<file path="src/rtl/biu_pkg.sv">
// Shared BIU definitions: bus-cycle states, address geometry and access-type encodings.
package biu_pkg;
    localparam int PHYS_AW   = 20;
    localparam int SEG_SHIFT = 4;

    localparam logic ACC_BYTE = 1'b0;
    localparam logic ACC_WORD = 1'b1;
    localparam logic ACC_RD   = 1'b0;
    localparam logic ACC_WR   = 1'b1;

    typedef enum logic [2:0] {S_IDLE, S_T1, S_T2, S_T3, S_TW, S_T4} bus_state_t;

    typedef struct packed {
        logic        wr;
        logic        word;
        logic        split;
        logic [15:0] wdata;
    } biu_req_t;

    function automatic logic [15:0] dup_byte(input logic [7:0] b);
        return {b, b};
    endfunction
endpackage

</file>
<file path="src/rtl/biu_phys_addr.sv">
// Segment:offset to 20-bit physical address; the carry out of the top bit wraps like a real 8086.
module biu_phys_addr
    import biu_pkg::*;
(
    input  logic [15:0]        seg,
    input  logic [15:0]        off,
    output logic [PHYS_AW-1:0] phys
);
    assign phys = {seg, {SEG_SHIFT{1'b0}}} + {{(PHYS_AW-16){1'b0}}, off};
endmodule

</file>
<file path="src/rtl/biu_bus_cycle_ctrl.sv">
// 8086 BIU bus-cycle sequencer: T1-T2-T3-[TW]-T4 per access, odd word accesses split in two byte cycles.
module biu_bus_cycle_ctrl
    import biu_pkg::*;
#(
    parameter int TIMEOUT = 255
) (
    input  logic               clk,
    input  logic               rst_n,
    input  logic               req_valid,
    output logic               req_ready,
    input  logic [15:0]        req_seg,
    input  logic [15:0]        req_off,
    input  logic               req_wr,
    input  logic               req_word,
    input  logic [15:0]        req_wdata,
    output logic               resp_valid,
    output logic [15:0]        resp_rdata,
    output logic               resp_err,
    output logic               ale,
    output logic [PHYS_AW-1:0] addr_out,
    output logic               bhe_n,
    output logic               rd_n,
    output logic               wr_n,
    output logic [15:0]        dout,
    output logic               dout_oe,
    input  logic [15:0]        din,
    input  logic               ready
);
    localparam logic [15:0] TO_LIM = 16'(TIMEOUT);

    bus_state_t         state;
    biu_req_t           cur;
    logic               phase2;
    logic [7:0]         rd_lo;
    logic [15:0]        wcnt;
    logic [PHYS_AW-1:0] phys;
    logic               to_hit, go_t4, last;
    logic [15:0]        wr_lanes, rd_word;

    biu_phys_addr u_phys (.seg(req_seg), .off(req_off), .phys(phys));

    always_comb begin
        to_hit = (state == S_TW) && !ready && (TIMEOUT != 0) && (wcnt >= TO_LIM);
        go_t4  = ((state == S_T3) || (state == S_TW)) && (ready || to_hit);
        // Final bus cycle of the request: non-split, split phase 2, or any aborted cycle.
        last   = !cur.split || phase2 || to_hit;

        if (cur.split)
            wr_lanes = phase2 ? dup_byte(cur.wdata[15:8]) : dup_byte(cur.wdata[7:0]);
        else if (cur.word == ACC_WORD)
            wr_lanes = cur.wdata;
        else
            wr_lanes = dup_byte(cur.wdata[7:0]);

        if (cur.split)
            rd_word = {din[7:0], rd_lo};
        else if (cur.word == ACC_WORD)
            rd_word = din;
        else
            rd_word = {8'h00, addr_out[0] ? din[15:8] : din[7:0]};
    end

    always_ff @(posedge clk or negedge rst_n) begin
        if (!rst_n) begin
            state      <= S_IDLE;
            cur        <= '0;
            phase2     <= 1'b0;
            rd_lo      <= 8'h00;
            wcnt       <= 16'h0000;
            req_ready  <= 1'b0;
            resp_valid <= 1'b0;
            resp_err   <= 1'b0;
            resp_rdata <= 16'h0000;
            ale        <= 1'b0;
            addr_out   <= '0;
            bhe_n      <= 1'b1;
            rd_n       <= 1'b1;
            wr_n       <= 1'b1;
            dout       <= 16'h0000;
            dout_oe    <= 1'b0;
        end else begin
            ale        <= 1'b0;
            resp_valid <= 1'b0;
            resp_err   <= 1'b0;
            case (state)
                S_IDLE: begin
                    if (req_valid && req_ready) begin
                        cur       <= '{wr: req_wr, word: req_word,
                                       split: req_word & phys[0], wdata: req_wdata};
                        phase2    <= 1'b0;
                        addr_out  <= phys;
                        bhe_n     <= (req_word == ACC_WORD) ? 1'b0 : ~phys[0];
                        ale       <= 1'b1;
                        req_ready <= 1'b0;
                        state     <= S_T1;
                    end else begin
                        req_ready <= 1'b1;
                    end
                end
                S_T1: begin
                    if (cur.wr == ACC_WR) begin
                        wr_n    <= 1'b0;
                        dout_oe <= 1'b1;
                        dout    <= wr_lanes;
                    end else begin
                        rd_n <= 1'b0;
                    end
                    state <= S_T2;
                end
                S_T2: state <= S_T3;
                S_T3, S_TW: begin
                    if (go_t4) begin
                        rd_n       <= 1'b1;
                        wr_n       <= 1'b1;
                        resp_valid <= last;
                        resp_err   <= to_hit;
                        if (cur.wr == ACC_RD && !to_hit) begin
                            if (!last) rd_lo      <= din[15:8];
                            else       resp_rdata <= rd_word;
                        end
                        state <= S_T4;
                    end else begin
                        if (wcnt != 16'hFFFF) wcnt <= wcnt + 16'd1;
                        state <= S_TW;
                    end
                end
                S_T4: begin
                    wcnt    <= 16'h0000;
                    dout_oe <= 1'b0;
                    if (resp_valid) begin
                        req_ready <= 1'b1;
                        state     <= S_IDLE;
                    end else begin
                        // Second half of a split word: high byte at the next (even) address.
                        phase2   <= 1'b1;
                        addr_out <= addr_out + 1'b1;
                        bhe_n    <= 1'b1;
                        ale      <= 1'b1;
                        state    <= S_T1;
                    end
                end
                default: state <= S_IDLE;
            endcase
        end
    end
endmodule

</file>
<file path="config.mk">
export PLATFORM = sky130hd
export DESIGN_NAME = biu_bus_cycle_ctrl
export DESIGN_NICKNAME = d
export VERILOG_FILES = /design/src/rtl/biu_pkg.sv /design/src/rtl/biu_phys_addr.sv /design/src/rtl/biu_bus_cycle_ctrl.sv
export SDC_FILE = /design/constraint.sdc
export NUM_CORES = 1
export LEC_CHECK = 0
export ABC_AREA = 0
export CAP_MARGIN = 20
export CORE_AREA = 2 2 144 146
export DETAILED_ROUTE_END_ITERATION = 16
export DIE_AREA = 0 0 146 148
export PLACE_DENSITY = 0.53
export SLEW_MARGIN = 0
export SYNTH_ARGS = -nofsm -noshare
export SYNTH_HDL_FRONTEND = slang
export SYNTH_SLANG_ARGS = --single-unit
export TNS_END_PERCENT = 30
</file>
<file path="constraint.sdc">
create_clock -name clk -period 3.2 [get_ports clk]
set_clock_uncertainty 0.05 [all_clocks]
set_input_delay 0.32 -clock clk [delete_from_list [all_inputs] [get_ports clk]]
set_output_delay 0.32 -clock clk [all_outputs]
set_load 0.02 [all_outputs]
</file>
-- After elaboration in Yosys (flattened, before gate mapping)
Index checks and enable logic that the tools add are counted.
- register bits after elaboration: 107
- output and inout port bits: 60
- word-level logic and storage cells: 108
- input port bits: 70
- bits in read-only memories: 0
- memories: 0
- memory bits (writable): 0
- bits in latches: 0
- bitwise operators: 4
- $lt $le $gt $ge: 1
- reductions and logical operators: 28
- mux-type cells: 39
- div/mod/pow operators: 0
- $add $sub $neg: 3
- $mul: 0
- equality and inequality tests: 14
- shift operators: 0
- operators by type and width (kind ; count):
    $mux 16 ; 7
    $mux 20 ; 2
    $pmux 20 s2 ; 1
    $pmux 16 s2 ; 1
    $add 20x1->20 const B ; 1
    $add 20x16->20 ; 1
    $mux 1 ; 18
    $add 16x1->16 const B ; 1
    $ge 16x8->1 const B ; 1
    $ne 16x16->1 const B ; 1
    $ne 2x2->1 const B ; 8
    $pmux 3 s5 ; 1
    $pmux 1 s2 ; 7
    $reduce_and 3->1 ; 4
    $mux 8 ; 1
    $reduce_and 2->1 ; 4
    $reduce_and 4->1 ; 2
    $reduce_bool 2->1 ; 4
    $eq 3x2->1 const B ; 2
    $eq 3x3->1 const B ; 2
    $logic_and 1x1->1 ; 5
    $logic_or 1x1->1 ; 4
    $eq 3x1->1 const B ; 1
    $logic_not 1->1 ; 3
    other kinds (5) ; 7

-- Longest topological paths before layout
Gate-level depths: netlist of the first run.
- depth after elaboration: 7
- mapped depth: 9
- gate-level depth less buffers: 9

-- By module
Synthesis of the first run repeated with hierarchy kept, for this count alone.
- cell total of the unflattened synthesis: 616
- area, all modules: 5925.7 um^2
- modules (own cells, without submodules) (module ; sequential area each (um^2) ; instances ; cells each ; area each (um^2)):
    biu_bus_cycle_ctrl ; 2681.3 ; 1 ; 530 ; 5266.3
    biu_phys_addr ; 0.0 ; 1 ; 86 ; 659.4

-- Worst setup path after synthesis of the first run
No wires, ideal clock.
- path kind: input-to-reg
- start point: input req_seg[1]
- end point: register addr_out[17]
- library setup time: 0.126 ns
- stages: 7
- buffers on the path: 0
- arrival time: 2.089 ns
- slack: 0.935 ns
- required time: 3.024 ns
- cells stage by stage: ha_1 -> a211oi_1 -> o21bai_1 -> a21o_1 -> a221o_1 -> a41o_1 -> a311o_1
- word-level cells in the longest chain between the ends: 3
- RTL lines (item ; line ; text):
    start, declared ; biu_bus_cycle_ctrl.sv:11 ; input logic [15:0] req_seg,
    $add 20x16->20 ; biu_phys_addr.sv:9 ; assign phys = {seg, {SEG_SHIFT{1'b0}}} + {{(PHYS_AW-16){1'b0}}, off};
    $mux 20 ; biu_bus_cycle_ctrl.sv:87 ; if (req_valid && req_ready) begin
    $pmux 20 s2 ; biu_bus_cycle_ctrl.sv:85 ; case (state)
    end signal, assigned ; biu_bus_cycle_ctrl.sv:91 ; addr_out <= phys;
    end signal, assigned ; biu_bus_cycle_ctrl.sv:136 ; addr_out <= addr_out + 1'b1;
    end, declared ; biu_bus_cycle_ctrl.sv:20 ; output logic [PHYS_AW-1:0] addr_out,
No other way between the ends. The select of a mux whose other input is x is not followed.
A chain may end at the register's enable or synchronous reset.

-- Worst setup path in the final report of the first run
Ends and elaborated chain as after synthesis.

==> results of run 1 <==
## worst paths after layout
check	endpoint	cells after the start	slack (ns)
hold / removal	wr_n	2	0.41
setup reg to reg	addr_out[18]	6	0.85
setup / recovery	addr_out[17]	8	0.66
hold reg to reg	wr_n	2	0.41
max in group asynchronous	rd_n	3	1.87
min in group asynchronous	wcnt[3]	2	0.46
## what timing repair did
action | in CTS | in global routing
endpoints found under the setup margin | 0 | 0
hold buffers | 1 | 0
endpoints found under the hold margin | 40 | 0
## worst min-delay path, cell delays in order, from the launching register on
cell and delay (ns):
dfstp_2 0.37, inv_1 0.04, o22ai_1 0.05
## kinds of logic after synthesis
| logic type | count (synthesis) | share of synthesized area [%] |
|---|---|---|
| fa+ha+maj | 15 | 3.32 |
| flops | 107 | 45.6 |
| xor+xnor | 9 | 1.34 |
| buf+inv | 49 | 3.42 |
| compound gates | 187 | 18.7 |
| simple gates | 258 | 20.7 |
| mux | 40 | 7.00 |
## layer usage
layer  vias up  share of wire, %
met5         -                 0
met4         0               1.7
met3        16               4.0
met2       121                47
met1      2441                47
li1       2613                 -
## layout by cell type, fill, tap and decap left out, drive strengths merged, types with 5 or more instances in the layout
master / instances
a21o: 7
a21oi: 73
a22oi: 10
and3: 6
buf: 13
clkbuf: 11
clkdlybuf4s50: 128
dfrtp: 104
ha: 14
inv: 17
mux2: 9
mux2i: 31
nand2: 114
nand3: 17
nand4: 10
nor2: 55
nor2b: 5
nor4: 9
o21ai: 61
o22ai: 6
or3: 13
xnor2: 6
## flip-flops by register name (all words and copies together), names as in the netlist, 3 cells and up
| register | cells |
|---|---|
| addr_out | 20 |
| cur | 19 |
| dout | 16 |
| resp_rdata | 16 |
| wcnt | 16 |
| rd_lo | 8 |
| state | 3 |
## per-stage QoR
step,util (%),instance area (um^2),hold WS (ns)
2_1_floorplan,-,5880,-0.0256
3_3_place_gp,37.3,7480,0.313
3_5_place_dp,37.3,7480,0.312
4_1_cts,38.8,7770,0.418
5_1_grt,38.8,7770,0.432
6_report,38.8,7770,0.414
## cell type report
| cell class | instances | area, um^2 | share of cell area, % |
|---|---|---|---|
| inverters | 13 | 48.8 | 0.628 |
| flip-flops and latches | 107 | 2680 | 34.5 |
| clock buffers | 11 | 243 | 3.12 |
| clock inverters | 5 | 42.5 | 0.547 |
| multi-input cells | 509 | 3010 | 38.7 |
| repair buffers | 142 | 1410 | 18.2 |
| well taps | 270 | 338 | 4.35 |
## power by group through the flow
stage	Clock, W	Combinational, W	Sequential (W)
after floorplan	0	0.00160	0.00285
after global placement	0	0.00318	0.00260
after detailed placement	0	0.00320	0.00260
after CTS	0.00114	0.00321	0.00258
after global routing	0.00119	0.00349	0.00269
final	0.00109	0.00316	0.00258
==> impl_results.rst, run 1 <==
.. list-table::
   :header-rows: 1

   * - Metric
     - Value
   * - Fraction of layout cells with a size suffix above 1
     - 6.61%
   * - Gate family responsible for the most delay along the worst path
     - compound AO/OA/AOI/OAI gates
   * - Post-synthesis instance area
     - just under 6000 um^2
   * - Cells after Synth
     - roughly 670
   * - Clock buffers created by TritonCTS
     - 9
   * - WP buf/inv
     - 1
   * - Share of the synthesized area in the top cell type
     - between 40 and 50%
   * - Worst-case setup slack after placement
     - 0.275 ns
   * - Std cell rows
     - 52
   * - Routed wirelength normalized by instance count
     - ~15 um
   * - Endpoint class of the critical path
     - flop
   * - Met3 Resource Use GR
     - roughly 2.1%
   * - Number of different library cells in the post-synthesis netlist
     - between 60 and 70
   * - Core area
     - 20000 um^2
   * - Die span in x
     - 146 um
   * - Antenna violations before repair
     - 0
   * - Total of endpoints with negative setup slack in the final report
     - 0
   * - Overall track demand over capacity in global routing
     - about 15%
   * - Number of setup buffers added after CTS
     - 0
   * - Type of the most critical hold path
     - flop to flop
   * - Cell count after placement
     - between 1k and 1.5k
   * - DRC marker count from the first detailed-route iteration
     - 345
   * - Worst reg2reg startpoint
     - state[0]
   * - Gpl congestion
     - 0.775
   * - Overall die area
     - about 22000 um^2
   * - Final non-filler cell total
     - 1057
   * - Setup TNS
     - 0 ns
   * - Stage delay of the slowest cell on the critical path
     - roughly 0.43 ns
   * - Total DRC errors in the routed layout
     - 0
   * - Vias after detailed routing
     - about 5.2k
   * - TritonRoute pass-1 iters
     - 4
   * - Sink count of the clock tree
     - roughly 110
   * - Insertion delay to the later sink of the worst-skew pair
     - between 0.3 and 0.4 ns
   * - Most heavily used metal layer in global routing
     - met2
   * - Internal power
     - roughly 0.004 W
   * - Residual overflow from global routing
     - 0
   * - Fin. Hold Viols
     - 0
   * - Number of global-route vias before repair
     - 4963
   * - Depth of the CTS H-tree
     - 3
   * - Sequential group share of total power
     - between 30% and 40%
   * - Shortest clock period the worst path allows after layout
     - 2.54 ns
   * - Share of the yosys chip area belonging to registers
     - around 46%
   * - Buffer depth of the longest clock path
     - 2
   * - Quantity of I/O buffers inserted on ports
     - roughly 130
   * - Type of the worst setup path
     - primary input to flop
   * - Clock root buffer
     - clkbuf_16
   * - Worst Max-Slew Pin Slew
     - 0.722 ns
   * - DRT antenna net count
     - 0
   * - Chip height
     - roughly 150 um
   * - Layout area overhead
     - 32.1%
   * - Leakage
     - about 3.3 nW
   * - Top cells by instance count after synthesis
     - 114 x nand2_1, 104 x dfrtp_1, 72 x a21oi_1
   * - Power density relative to cell area
     - ~880 nW/um^2
   * - Leading cell type by number of instances after synthesis
     - nand2_1
   * - Cell-by-cell listing of the critical path
     - clkdlybuf4s50_1, ha_1, a211oi_1, o21bai_1, a21o_1, a221o_1, a41o_1, a311o_1
   * - Number of synthesized register bits
     - approximately 110
   * - Layout net count
     - around 870
   * - Portion of the clock cycle consumed by the worst path in the final layout
     - between 70% and 80%
   * - Synthesized area per cell
     - between 8 and 9 um^2
   * - Count of maximum capacitance violations
     - 0
   * - DRT Wirelength
     - approximately 16 mm
   * - Highest fanout seen on the critical path
     - 4
   * - Number of gates given a new drive strength after cts
     - 0
   * - Final Max Slew Viols
     - 0
   * - Fraction of registers with async set or reset after synthesis
     - 100%
   * - Number of antenna cells inserted
     - 0
   * - Power share of the combinational group
     - about 46%
   * - Initial standard-cell utilization of the core
     - 29.4%
   * - Crit path arrival time
     - between 2 and 3 ns
   * - Yosys synthesis warning count
     - 0
   * - Cell accounting for the most synthesized area
     - dfrtp_1
   * - Start point of the worst min-delay path
     - wr_n
   * - Switching share of total power
     - between 40 and 50%
   * - Req. time, crit path
     - 3.39 ns
   * - Met2 GRT Util
     - 24.0%
   * - Number of enable-type register cells in the synthesized netlist
     - 0
   * - Outcome
     - finished clean
   * - Slack of the critical path
     - about 0.66 ns
   * - Mean number of vias per cell
     - 4.91
   * - Setup repair after global routing missed its margin
     - no
   * - Slowest cell on the critical path
     - clkdlybuf4s50_1
   * - Top cells by area, synth
     - dfrtp_1 44%, nand2_1 7.3%, a21oi_1 6.1%
   * - Predominant post-synthesis flop cell
     - dfrtp_1
   * - Worst setup SP type
     - primary input
   * - Global routing usage on met1
     - between 20% and 30%
   * - Count of fill cells added during filler insertion
     - 2130
   * - Total chip power
     - 0.00683 W
   * - Top-level I/O count
     - 130
   * - First-pass GRT wire length
     - 25.7 mm
   * - Top achievable clock speed
     - approximately 0.4 GHz
   * - CTS tree
     - done
   * - Start point of the critical path
     - req_seg[1]
   * - Largest net degree at the start of global routing
     - 67
   * - Synthesized net count
     - 750
   * - Worst-case vdd ir drop
     - approximately 0.24 mV
   * - HPWL after detailed placement
     - between 10 and 15 mm
   * - Slew Limit Headroom
     - 51.8%
   * - CTS clock-pin slew for the worst setup and hold paths
     - around 0.07 ns
   * - Clock power share
     - roughly 16%
   * - Total net switching power
     - 0.00282 W
(Power assumes the default switching activity.)
==> run 2, diff against run 1 <==
==> constraint.sdc (replaced) <==
create_clock -name clk -period 2.4 [get_ports clk]
set_clock_uncertainty 0.05 [all_clocks]
set_input_delay 0.24 -clock clk [delete_from_list [all_inputs] [get_ports clk]]
set_output_delay 0.24 -clock clk [all_outputs]
set_load 0.02 [all_outputs]
==> run 2 against run 1 <==
Net effect:
- clock power up 33%
- non-clock buffer count up 38
- register-to-register slack worse by 0.62 ns
- critical path depth unchanged
- worst hold slack worse by 0.12 ns
- global-route usage up 0.65 points
- die area unchanged
- sequential share of layout area down 1.2 points
- critical path type unchanged
==> impl_results.rst, run 2 (same netlist as run 1, synthesis figures left out) <==
.. list-table::
   :header-rows: 1

   * - Metric
     - Value
   * - Number of global-route vias before repair
     - 5208 (+4.9%)
   * - Initial standard-cell utilization of the core
     - 29.4% (unchanged)
   * - Quantity of I/O buffers inserted on ports
     - 129 (unchanged)
   * - Top flop regs
     - addr_out: 20 flops, cur: 19 flops
   * - Type of the most critical hold path
     - primary input to async pin
   * - Total net switching power
     - 0.00384 W (+36%)
   * - Type of the worst setup path
     - primary input to flop
   * - Placed Instance Area
     - 7750 um^2 (+3.6%)
   * - Depth of the CTS H-tree
     - 3 (unchanged)
   * - Residual overflow from global routing
     - 0 (unchanged)
   * - Final Max Slew Viols
     - 0 (unchanged)
   * - Count of fill cells added during filler insertion
     - 2122 (-0.38%)
   * - Worst reg2reg startpoint
     - wcnt[0]
   * - Clock buffers created by TritonCTS
     - 9 (unchanged)
   * - DRC marker count from the first detailed-route iteration
     - 316 (-8.4%)
   * - Fin Hold WS
     - 0.297 ns (-0.117 ns)
   * - First-pass GRT wire length
     - 26.9 mm (+4.6%)
   * - Top achievable clock speed
     - approximately 0.43 GHz
   * - Fraction of layout cells with a size suffix above 1
     - 11.3% (+4.7 points)
   * - Layout area overhead
     - 36.9%
   * - Global routing usage on met1
     - 21.2% (+1.0 points)
   * - Largest net degree at the start of global routing
     - 56 (-16%)
   * - Core area
     - 20000 um^2 (unchanged)
   * - Capture instance of the worst register-to-register path
     - wcnt[6]
   * - R2R depth
     - 7 (+1)
   * - Clock root buffer
     - clkbuf_16
   * - TritonRoute pass-1 iters
     - 4 (unchanged)
   * - Overall die area
     - 21600 um^2 (unchanged)
   * - Stage delay of the slowest cell on the critical path
     - 0.42 ns (about the same)
   * - Switching share of total power
     - 41.3% (-0.078 points)
   * - Slowest cell on the critical path
     - clkdlybuf4s50_1
   * - Worst Max-Slew Pin Slew
     - 0.601 ns (-0.121 ns)
   * - Slack of the critical path
     - 0.0899 ns (-0.573 ns)
   * - Post-route cell area
     - 8060 um^2 (+3.6%)
   * - Endpoint class of the critical path
     - flop
   * - Layout net count
     - 905 (+4.4%)
   * - HPWL after detailed placement
     - 11.8 mm (+6.2%)
   * - CTS tree
     - done
   * - Shortest clock period the worst path allows after layout
     - about 2.3 ns
   * - Largest register FFs
     - 20 (unchanged)
   * - Outcome
     - finished clean
   * - Chip height
     - 148 um (unchanged)
   * - Crit path arrival time
     - 2.50 ns (-0.23 ns)
   * - Count of maximum capacitance violations
     - 0 (unchanged)
   * - Worst-case vdd ir drop
     - 0.406 mV (+66%)
   * - Number of antenna cells inserted
     - 0 (unchanged)
   * - Die span in x
     - 146 um (unchanged)
   * - Mean number of vias per cell
     - 4.82 (-1.9%)
   * - Gpl congestion
     - 0.786 (+1.4%)
   * - Cell-by-cell listing of the critical path
     - clkdlybuf4s50_1, ha_1, a211oi_2, o21bai_1, a21o_1, a221o_1, a41o_1, a311o_1
   * - Most heavily used metal layer in global routing
     - met2
   * - Vias after detailed routing
     - 5273 (+1.6%)
   * - Req. time, crit path
     - 2.59 ns (-0.80 ns)
   * - Power share of the combinational group
     - 48.1% (+1.9 points)
   * - Clock power share
     - 15.6% (-0.4 points)
   * - Final Util
     - 40.2% (+1.4 points)
   * - Power density relative to cell area
     - 1160 nW/um^2 (+32%)
   * - Most frequent cells in the layout
     - 128 x clkdlybuf4s50_1, 114 x nand2_1, 104 x dfrtp_1
   * - Internal reg-to-reg setup slack
     - 0.23 ns (-0.62 ns)
   * - Portion of the clock cycle consumed by the worst path in the final layout
     - a little over nine tenths
   * - Worst-case setup slack after placement
     - -0.379 ns (-0.654 ns)
   * - Leakage
     - 3.52 nW (+5.6%)
   * - Register with the most flip-flops
     - addr_out
   * - Std cell rows
     - 52 (unchanged)
   * - Worst setup path end
     - addr_out[17]
   * - Most common cell after layout, fill and taps aside
     - clkdlybuf4s50_1
   * - Routed wirelength normalized by instance count
     - 14.7 um (-0.82%)
   * - Top-level I/O count
     - 130 (unchanged)
   * - Met3 Resource Use GR
     - 2.19% (+0.062 points)
   * - Sink count of the clock tree
     - 107 (unchanged)
   * - Antenna violations before repair
     - 0 (unchanged)
   * - Worst setup SP type
     - primary input
   * - Buffer depth of the longest clock path
     - 2 (unchanged)
   * - Highest fanout seen on the critical path
     - 3 (-1)
   * - CTS clock-pin slew for the worst setup and hold paths
     - 0.07 ns (about the same)
   * - Total DRC errors in the routed layout
     - 0 (unchanged)
   * - DRT Wirelength
     - 16.1 mm (+2.6%)
   * - Sequential group share of total power
     - 36.3% (-1.4 points)
   * - DRT antenna net count
     - 0 (unchanged)
   * - Met2 GRT Util
     - 24.8% (+0.83 points)
   * - Final non-filler cell total
     - 1094 (+3.5%)
   * - Total of endpoints with negative setup slack in the final report
     - 0 (unchanged)
   * - Insertion delay to the later sink of the worst-skew pair
     - 0.36 ns (about the same)
   * - Start point of the critical path
     - req_seg[1]
   * - Overall track demand over capacity in global routing
     - 15.4% (+0.65 points)
   * - Internal power
     - 0.00547 W (+36%)
   * - Cell count after placement
     - 1078 (+3.7%)
   * - Fin. Hold Viols
     - 0 (unchanged)
   * - Number of setup buffers added after CTS
     - 0 (unchanged)
   * - Slew Limit Headroom
     - 59.9% (+8.1 points)
==> run 2: how the worst min path moves through the flow <==
stage | slack (ns) | to | cells past startpoint | startpoint
3_5_place_dp | 0.12 | resp_rdata[5] | 1 | rst_n
3_3_place_gp | 0.12 | resp_rdata[5] | 1 | rst_n
4_1_cts | 0.33 | resp_rdata[12] | 2 | rst_n
5_1_grt | 0.33 | resp_rdata[2] | 2 | rst_n
6_report | 0.30 | resp_rdata[5] | 2 | rst_n
2_1_floorplan | -0.11 | addr_out[0] | 0 | rst_n
==> run 2: per-layer routing <==
| metal | share of wire (%) | vias to the layer above |
|---|---|---|
| met5 | 0 | - |
| met2 | 47 | 106 |
| li1 | - | 2690 |
| met4 | 2.0 | 0 |
| met1 | 48 | 2461 |
| met3 | 3.6 | 16 |
==> run 2: final cells by class <==
class                      count  area, um^2  share of cell area [%]
clock buffer                   9         225                    2.80
multi-input combinational    509        3020                    37.5
tap                          270         338                    4.19
inverter                      13        48.8                   0.606
clock inverter                 6        55.1                   0.683
sequential                   107        2680                    33.3
timing repair buffer         180        1690                    20.9
==> run 2: stage by stage <==
step / TNS (ns) / power, W
2_1_floorplan: 0 / 0.00594
3_3_place_gp: -1.48 / 0.00788
3_5_place_dp: -1.62 / 0.00793
4_1_cts: 0 / 0.00943
5_1_grt: -0.0344 / 0.0101
6_report: 0 / 0.00931
==> run 2: critical path: cells and delay by family <==
| kind | cells | cell delay [ns] |
|---|---|---|
| AOI/OAI and AO/OA | 6 | 1.52 |
| buffers and inverters | 1 | 0.42 |
| adders and majority gates | 1 | 0.32 |
==> run 2: what timing repair did <==
action                     4_1_cts  5_1_grt
hold endpoints to repair        22        0
resized for setup                0        3
hold buffers                     1        0
setup endpoints to repair        0        4
==> run 2: power by group through the flow <==
stage | Combinational [W] | Sequential, W | Clock, W
floorplan | 0.00214 | 0.00380 | 0
global placement | 0.00447 | 0.00340 | 0
detailed placement | 0.00452 | 0.00341 | 0
CTS | 0.00454 | 0.00338 | 0.00151
global route | 0.00498 | 0.00353 | 0.00156
finish | 0.00448 | 0.00338 | 0.00145
